**src/rtl/log_arbiter.sv**
```systemverilog
// Logging arbiter: per-channel decimation and single-entry holding, then a
// round-robin arbiter that emits one log word per cycle.

// One logging channel: enable, decimator, holding register, overflow flag.
module log_chan_slot #(
    parameter int W_LDATA = 18,
    parameter int W_DEC   = 10
) (
    input  logic               pid_clk_in,
    input  logic               sys_rst_in,
    input  logic               sample_dv,
    input  logic [W_LDATA-1:0] sample_data,
    input  logic               en_wr,
    input  logic               en_wdata,
    input  logic               dec_wr,
    input  logic [W_DEC-1:0]   dec_wdata,
    input  logic               ovf_clr,
    input  logic               grant,
    output logic               pending,
    output logic [W_LDATA-1:0] hold_data,
    output logic               ovf
);
    logic             en;
    logic             fresh;   // first sample after reset/dec write always passes
    logic [W_DEC-1:0] dec_val;
    logic [W_DEC-1:0] dec_cnt;
    logic             capture;

    // Decision uses pre-write state so a coinciding config write never affects it
    assign capture = sample_dv && en && (fresh || (dec_cnt >= dec_val));

    // Channel state: config, decimation count, holding register, sticky overflow
    always_ff @(posedge pid_clk_in) begin
        if (sys_rst_in) begin
            en        <= 1'b1;
            fresh     <= 1'b1;
            dec_val   <= '0;
            dec_cnt   <= '0;
            pending   <= 1'b0;
            hold_data <= '0;
            ovf       <= 1'b0;
        end else begin
            if (en_wr)
                en <= en_wdata;

            if (dec_wr) begin
                dec_val <= dec_wdata;
                dec_cnt <= '0;
                fresh   <= 1'b1;
            end else if (sample_dv && en) begin
                if (capture) begin
                    dec_cnt <= '0;
                    fresh   <= 1'b0;
                end else begin
                    dec_cnt <= dec_cnt + 1'b1;
                end
            end

            // A capture on the grant cycle refills the slot; old data is what leaves
            if (capture) begin
                hold_data <= sample_data;
                pending   <= 1'b1;
            end else if (grant) begin
                pending   <= 1'b0;
            end

            // Newly lost sample beats a simultaneous clear
            if (capture && pending && !grant)
                ovf <= 1'b1;
            else if (ovf_clr)
                ovf <= 1'b0;
        end
    end
endmodule

module log_arbiter #(
    parameter int          N_CHAN           = 8,
    parameter int          W_LCHAN          = 5,
    parameter int          W_LDATA          = 18,
    parameter int          W_WR_ADDR        = 16,
    parameter int          W_WR_CHAN        = 5,
    parameter int          W_WR_DATA        = 49,
    parameter int          W_DEC            = 10,
    parameter logic [15:0] LOG_DEC_RQST     = 16'h0020,
    parameter logic [15:0] LOG_EN_RQST      = 16'h0021,
    parameter logic [15:0] LOG_OVF_CLR_RQST = 16'h0022
) (
    input  logic                        pid_clk_in,
    input  logic                        sys_rst_in,
    input  logic [N_CHAN-1:0]           chan_dv_in,
    input  logic [N_CHAN*W_LDATA-1:0]   chan_data_in,
    input  logic                        wr_en_in,
    input  logic [W_WR_ADDR-1:0]        wr_addr_in,
    input  logic [W_WR_CHAN-1:0]        wr_chan_in,
    input  logic [W_WR_DATA-1:0]        wr_data_in,
    output logic                        log_dv_out,
    output logic [W_LCHAN-1:0]          log_chan_out,
    output logic [W_LDATA-1:0]          log_data_out,
    output logic [N_CHAN-1:0]           log_ovf_out
);
    logic                             dec_sel;
    logic                             en_wr;
    logic                             ovf_clr;
    logic [N_CHAN-1:0]                pending;
    logic [N_CHAN-1:0][W_LDATA-1:0]   hold;
    logic [N_CHAN-1:0]                grant;
    logic                             gnt_vld;
    logic [W_LCHAN-1:0]               gnt_idx;
    logic [W_LDATA-1:0]               gnt_data;
    logic [W_LCHAN-1:0]               last_grant;
    logic                             unused_wr_data;

    assign dec_sel        = wr_en_in && (wr_addr_in == W_WR_ADDR'(LOG_DEC_RQST));
    assign en_wr          = wr_en_in && (wr_addr_in == W_WR_ADDR'(LOG_EN_RQST));
    assign ovf_clr        = wr_en_in && (wr_addr_in == W_WR_ADDR'(LOG_OVF_CLR_RQST));
    assign unused_wr_data = ^wr_data_in;

    for (genvar k = 0; k < N_CHAN; k++) begin : g_slot
        log_chan_slot #(
            .W_LDATA (W_LDATA),
            .W_DEC   (W_DEC)
        ) u_slot (
            .pid_clk_in  (pid_clk_in),
            .sys_rst_in  (sys_rst_in),
            .sample_dv   (chan_dv_in[k]),
            .sample_data (chan_data_in[k*W_LDATA +: W_LDATA]),
            .en_wr       (en_wr),
            .en_wdata    (wr_data_in[k]),
            .dec_wr      (dec_sel && (wr_chan_in == W_WR_CHAN'(k))),
            .dec_wdata   (wr_data_in[W_DEC-1:0]),
            .ovf_clr     (ovf_clr),
            .grant       (grant[k]),
            .pending     (pending[k]),
            .hold_data   (hold[k]),
            .ovf         (log_ovf_out[k])
        );
    end

    // Round-robin pick: lowest pending above last_grant, else lowest at/below it
    always_comb begin
        logic               hi_vld;
        logic [W_LCHAN-1:0] hi_idx;
        logic               lo_vld;
        logic [W_LCHAN-1:0] lo_idx;
        hi_vld = 1'b0;
        hi_idx = '0;
        lo_vld = 1'b0;
        lo_idx = '0;
        for (int k = N_CHAN - 1; k >= 0; k--) begin
            if (pending[k]) begin
                if (k > int'(last_grant)) begin
                    hi_vld = 1'b1;
                    hi_idx = W_LCHAN'(k);
                end else begin
                    lo_vld = 1'b1;
                    lo_idx = W_LCHAN'(k);
                end
            end
        end
        gnt_vld = hi_vld || lo_vld;
        gnt_idx = hi_vld ? hi_idx : lo_idx;
    end

    // One-hot grant and the data of the granted slot
    always_comb begin
        grant    = '0;
        gnt_data = '0;
        for (int k = 0; k < N_CHAN; k++) begin
            if (gnt_vld && (gnt_idx == W_LCHAN'(k))) begin
                grant[k] = 1'b1;
                gnt_data = hold[k];
            end
        end
    end

    // Registered log output; channel/data hold their value on idle cycles
    always_ff @(posedge pid_clk_in) begin
        if (sys_rst_in) begin
            log_dv_out   <= 1'b0;
            log_chan_out <= '0;
            log_data_out <= '0;
            last_grant   <= W_LCHAN'(N_CHAN - 1);
        end else begin
            log_dv_out <= gnt_vld;
            if (gnt_vld) begin
                log_chan_out <= gnt_idx;
                log_data_out <= gnt_data;
                last_grant   <= gnt_idx;
            end
        end
    end
endmodule
```
**config.mk**
```make
export PLATFORM = sky130hd
export DESIGN_NAME = log_arbiter
export DESIGN_NICKNAME = d
export VERILOG_FILES = /design/src/rtl/log_arbiter.sv
export SDC_FILE = /design/constraint.sdc
export NUM_CORES = 1
export LEC_CHECK = 0
export CAP_MARGIN = 20
export CORE_MARGIN = 2
export CORE_UTILIZATION = 45
export DETAILED_ROUTE_END_ITERATION = 12
export PLACE_DENSITY = 0.79
export SLEW_MARGIN = 40
export SYNTH_ARGS = -nofsm -noshare
export SYNTH_HDL_FRONTEND = slang
export SYNTH_HIERARCHICAL = 1
export SYNTH_SLANG_ARGS = --single-unit
```
**constraint.sdc**
```tcl
create_clock -name pid_clk_in -period 2.7 [get_ports pid_clk_in]
set_clock_uncertainty 0.15 [all_clocks]
set_input_delay 0.54 -clock pid_clk_in [delete_from_list [all_inputs] [get_ports pid_clk_in]]
set_output_delay 0.54 -clock pid_clk_in [all_outputs]
set_load 0.05 [all_outputs]
```
* Word-level counts from Yosys, hierarchy flattened
Index checks and enable logic that the tools add are counted.
** Storage, ports and cells
- Register bits after elaboration :: 365
- Output and inout bits :: 32
- Logic and storage cells :: 310
** Cells by class
- $add $sub $neg :: 8
- Magnitude comparators :: 15
- Equal/unequal tests :: 17
- Mux-type cells :: 108
- Reduce and logical (&&, ||, !) cells :: 102
** Operators with widths (count)
- $mux 18 :: 8
- $mux 5 :: 26
- $add 10x1->10 const B :: 8
- $ge 10x10->1 :: 8
- $mux 10 :: 8
- $mux 1 :: 62
- $logic_and 1x1->1 :: 51
- $eq 16x6->1 const B :: 3
- $eq 5x3->1 const B :: 8
- $reduce_bool 2->1 :: 16
- $eq 5x2->1 const B :: 4
- $gt 3x5->1 const A :: 4
- $reduce_and 2->1 :: 8
- $reduce_or 2->1 :: 8
- $mux 3 :: 4
- $eq 5x1->1 const B :: 2
- $gt 2x5->1 const A :: 2
- $logic_not 5->1 :: 2
- $logic_or 1x1->1 :: 9
- $logic_not 1->1 :: 8
- $gt 1x5->1 const A :: 1

* Logic depth before layout (Yosys ltp)
Gate-level depths: netlist of run 1.
- Depth after elaboration :: 27
- Mapped depth :: 12
- Gate-level depth less buffers :: 8

* By module
The synthesis of run 1 kept the hierarchy.
** Modules (own cells, without submodules)
- log_chan_slot :: instances 8, cells each 211, area an instance 2015.7 µm², seq. area each 840.8 µm²
- log_arbiter :: instances 1, cells each 338, area an instance 2617.5 µm², seq. area each 500.5 µm²

* Worst setup path before layout of run 1
No wires, ideal clock.
- Path type :: register -> register
- Start :: reg g_slot[5].u_slot.pending
- End :: reg log_data_out[6]
- Library setup time :: 0.133 ns
- Data arrival time :: 2.583 ns
- Path slack :: -0.166 ns
- Stages on the path, launching flop included :: 11
- Path buffers :: 2
- Period minus slack after synthesis :: 2.866 ns
- Cell sequence :: dfxtp_1 o21ba_1 or4b_4 or3_4 o311ai_4 buf_6 buf_6 mux2i_1 o32ai_1 a221oi_1 a21oi_1
** Between the ends
- Cells in the longest elaborated chain, start to end :: 21
- Elaborated cells between the ends (all ways) :: 64
** RTL lines
- from (decl) :: RTL line 19 : output logic pending,
- from (signal assigned) :: RTL line 39 : pending <= 1'b0;
- from (signal assigned) :: RTL line 62 : pending <= 1'b1;
- from (signal assigned) :: RTL line 64 : pending <= 1'b0;
- $mux 5 :: RTL line 150 : if (pending[k]) begin
- $mux 5 :: RTL line 151 : if (k > int'(last_grant)) begin
- $mux 5 :: RTL line 150
- $mux 5 :: RTL line 151
- $mux 5 :: RTL line 150
- $mux 5 :: RTL line 151
- $mux 5 :: RTL line 150
- $mux 5 :: RTL line 151
- $mux 5 (2 in a row) :: RTL line 150
- $mux 5 :: RTL line 161 : gnt_idx = hi_vld ? hi_idx : lo_idx;
- $logic_not 5->1 :: RTL line 169 : if (gnt_vld && (gnt_idx == W_LCHAN'(k))) begin
- $logic_and 1x1->1 :: RTL line 169
- $mux 18 (8 in a row) :: RTL line 169
- to (signal assigned) :: RTL line 187 : log_data_out <= gnt_data;
- to (decl) :: RTL line 98 : output logic [W_LDATA-1:0] log_data_out,
Parallel ways exist; a longest one is shown, timed or not.
A chain may end at the register's enable or synchronous reset.

* Worst setup path after layout of run 1
- Start :: reg g_slot[5].u_slot.pending
- End :: reg log_data_out[15]
Same word-level chain as after synthesis.

==> flow_summary.yaml, run 1 <==
route:
  ant_nets: 0
  vias_per_cell: 5.47
  vias: 15800
  dr.pass1.iters: 6
  drt-wirelength-per-cell_um: 18.3
  drtIter0Drc: 1165
  drc: 0
  totalWireLength_um: 53000
timing:
  finalMaxSlewViolations: 0
  worst_pin_slew_ps: 716
  finalSetupViolations: 32
  worst_slack_ps: -409
  period_share: 1.15
  max_slew_margin: 0.521
  finalHoldViolCount: 0
  clock.fmax_mhz: 322
  grt_setup_unrepaired: "true"
  period_needed_ps: 3110
  tns_ps: -8200
floorplanning:
  die_x_um: 208
  start_util: 0.457
  num_rows: 74
  io_pins: 257
  die_area_um2: 43300
  coreArea_um2: 41000
  die_y_um: 208
grt:
  grt_pass1_vias: 16200
  overflow: 0
  antenna_found_initial: 0
  grt_pass1_wl_um: 83800
  grt_max_degree: 58
  grt_usage: 0.240
logic_synthesis:
  ys_ff_latch: 361
  avgSynthCellArea_um2: 9.25
  synth.distinct_cells: 73
  yosys.area.top_type: "dfxtp_1"
  ys_top_cells_by_area: "dfxtp_1, mux2i_1, nand2_1"
  synth_async_sr_flop_share: 0
  syn-cell-area_um2: 18700
  ys_warn_count: 6
  postSynthCellCount: 2026
  synthFlopType: "dfxtp_1"
  yosysSeqAreaShare: 0.386
  synth_edf_count: 0
  synth_top_cell_area_share: 0.386
clocking:
  tritoncts.num_buffers: 41
  insertion_delay_ps: 570
  cts_root_buffer: "clkbuf_16"
  cts.sinks: 361
  clockBufferDepth: 3
  path_clk_slew_ps: 60
  cts_tree: "built"
  ctsHoldBuffers: 0
  htree_levels: 2
worst_setup_path:
  path_depth: 12
  path_delay_family: "simple AND/OR/NAND/NOR gates"
  path_common_cell: "buf_12"
  crit_path_start_kind: "flip-flop"
  cp_cell_sequence: "o21ba_1 -> or4b_4 -> or3_4 -> o311ai_4 -> buf_6 -> buf_12 -> buf_12 -> mux2i_2 -> o22ai_1 -> nor2_1 -> buf_4 -> o21ai_1"
  crit_slowest_cell: "or4b_4"
  path_buf_inv: 4
  rr_startpoint: "g_slot[5].u_slot/pending"
  cp_max_fo: 6
  arrival_ps: 3430
  worstPathRequired_ps: 3020
  setup.worst_path.end: "log_data_out[15]"
  endpoint_kind: "flip-flop"
  r2r-end: "log_data_out[15]"
  critPathLaunch: "g_slot[5].u_slot/pending"
  slowest_delay_ps: 550
  regToRegSetupSlack_ps: -410
  crit_type: "flip-flop to flip-flop"
  r2r.worst_path.cells: 12
layout:
  stdcell_count: 2895
  nFillCells: 3344
  nets: 2647
  insertedDiodeCount: 0
  layout-drive-gt1-share: 0.177
  fin_area_um2: 24100
  area_growth_pct: 28.7
  utilization: 0.588
power_and_ir_drop:
  cellPowerDensity_nw_per_um2: 819
  power_leakage_nw: 9.35
  worst_ir_drop_vdd_v: 0.000726
place:
  dp.cells: 2807
  gp_congestion: 0.912
  io_buffers: 215
  dpl.hpwl_um: 37900
  dpl_cell_area_um2: 22100
status:
  violations: "negative setup slack"
  outcome: "finished with violations"
min_path:
  hp-class: "primary input to flip-flop"
run:
  maxCapViolations: 0
==> synthesized netlist by cell type, drive strengths merged (33+ instances only) <==
master and count:
a21oi 58, buf 38, clkbuf 44, dfxtp 361, ha 88, inv 100
mux2i 246, nand2 335, nand2b 60, nand3 40, nand4 33, nor2 152
nor3 74
==> metrics by stage <==
stage	hold WS (ps)	worst slack (ps)	total power (W)
2_1_floorplan	281	-162	0.00962
3_3_place_gp	287	-420	0.0126
3_5_place_dp	289	-508	0.0126
4_1_cts	262	-384	0.0193
5_1_grt	300	-493	0.0205
6_report	286	-409	0.0198
==> area by class of cell <==
class                   instances  area [µm²]  area share
repair buffers                370        3690       0.153
flip-flops and latches        361        7230       0.300
inverters                     102         384      0.0159
well taps                     532         666      0.0276
multi-input cells            1458       10800       0.447
clock buffers                  54        1160      0.0483
clock inverters                18         201     0.00835
==> worst reg2reg max path, stage by stage (launching register included) <==
cell	delay, ps
dfxtp_2	340
o21ba_1	190
or4b_4	550
or3_4	400
o311ai_4	260
buf_6	180
buf_12	130
buf_12	130
mux2i_2	210
o22ai_1	130
nor2_1	120
buf_4	150
o21ai_1	60
==> per-layer routing <==
metal	vias to the layer above	GRT usage	part of all wire
met5	-	0	0
met1	7548	0.289	0.41
met3	134	0.0421	0.061
met2	512	0.415	0.49
li1	7650	-	-
met4	0	0.111	0.044
==> repair_timing <==
| item | CTS | global route |
|---|---|---|
| gates resized for setup | 63 | 39 |
| pin swaps | 20 | 14 |
| setup endpoints to repair | 31 | 137 |
| endpoints found under the hold margin | 0 | 0 |
| cloned | 2 | 0 |
| setup buffers | 6 | 9 |
==> kinds of logic after synthesis <==
family,count (synthesis),synth area share
AOI/OAI and AO/OA,262,0.106
xor gates and xnor gates,56,0.0262
adders and majority gates,88,0.0587
buffers and inverters,208,0.0677
DFF,361,0.386
muxes,247,0.132
other,1,0.000200
and+or+nand+nor,803,0.223
==> how the worst min path moves through the flow <==
stage                                           endpoint                           start  depth (start not counted)
after detailed placement                log_data_out[15]                log_data_out[15]                          2
after CTS                                log_chan_out[1]                      sys_rst_in                          2
after global routing                     log_chan_out[1]                      sys_rst_in                          2
after floorplan           g_slot[7].u_slot/hold_data[13]  g_slot[7].u_slot/hold_data[13]                          2
after global placement                  log_data_out[16]                log_data_out[16]                          2
final                                    log_chan_out[1]                      sys_rst_in                          2
==> cell usage in the layout, fill, tap and decap left out, drive strengths merged, types with 26 or more instances in the layout <==
cell type,netlist,final
nand3,40,40
nand2b,60,60
mux2i,246,246
inv,100,104
nand2,335,335
dfxtp,361,361
clkdlybuf4s50,0,214
clkbuf,44,54
nor2,152,152
a211oi,26,26
o21ai,31,31
nor2b,28,28
a21oi,58,58
buf,38,156
xor2,32,32
nor3,74,74
nand4,33,33
ha,88,88
==> power breakdown <==
group | switching, W | internal (W) | total [W]
clock | 0.00233 | 0.00334 | 0.00567
combinational | 0.00432 | 0.00384 | 0.00816
sequential | 0.000269 | 0.00566 | 0.00593
==> flip-flops by register name, indices dropped and copies added, names as in the netlist, 8 cells and up <==
| name | count |
|---|---|
| g_slot.u_slot/en | 8 |
| g_slot.u_slot/pending | 8 |
| g_slot.u_slot/fresh | 8 |
| g_slot.u_slot/dec_val | 80 |
| g_slot.u_slot/ovf | 8 |
| g_slot.u_slot/dec_cnt | 80 |
| g_slot.u_slot/hold_data | 144 |
| log_data_out | 18 |
(Power assumes the default switching activity.)
==> run 2, diff against run 1 <==
--- a/constraint.sdc
+++ b/constraint.sdc
@@ -3,3 +3,3 @@
 set_input_delay 0.54 -clock pid_clk_in [delete_from_list [all_inputs] [get_ports pid_clk_in]]
 set_output_delay 0.54 -clock pid_clk_in [all_outputs]
-set_load 0.05 [all_outputs]
+set_load 0.005 [all_outputs]
==> results of run 2 <==
Same layout as run 1 (identical final DEF). Status: finished with violations: negative setup slack.
Among the figures that moved: total power 0.0198 W -> 0.0193 W; worst IR drop on VDD 0.000726 V -> 0.000500 V
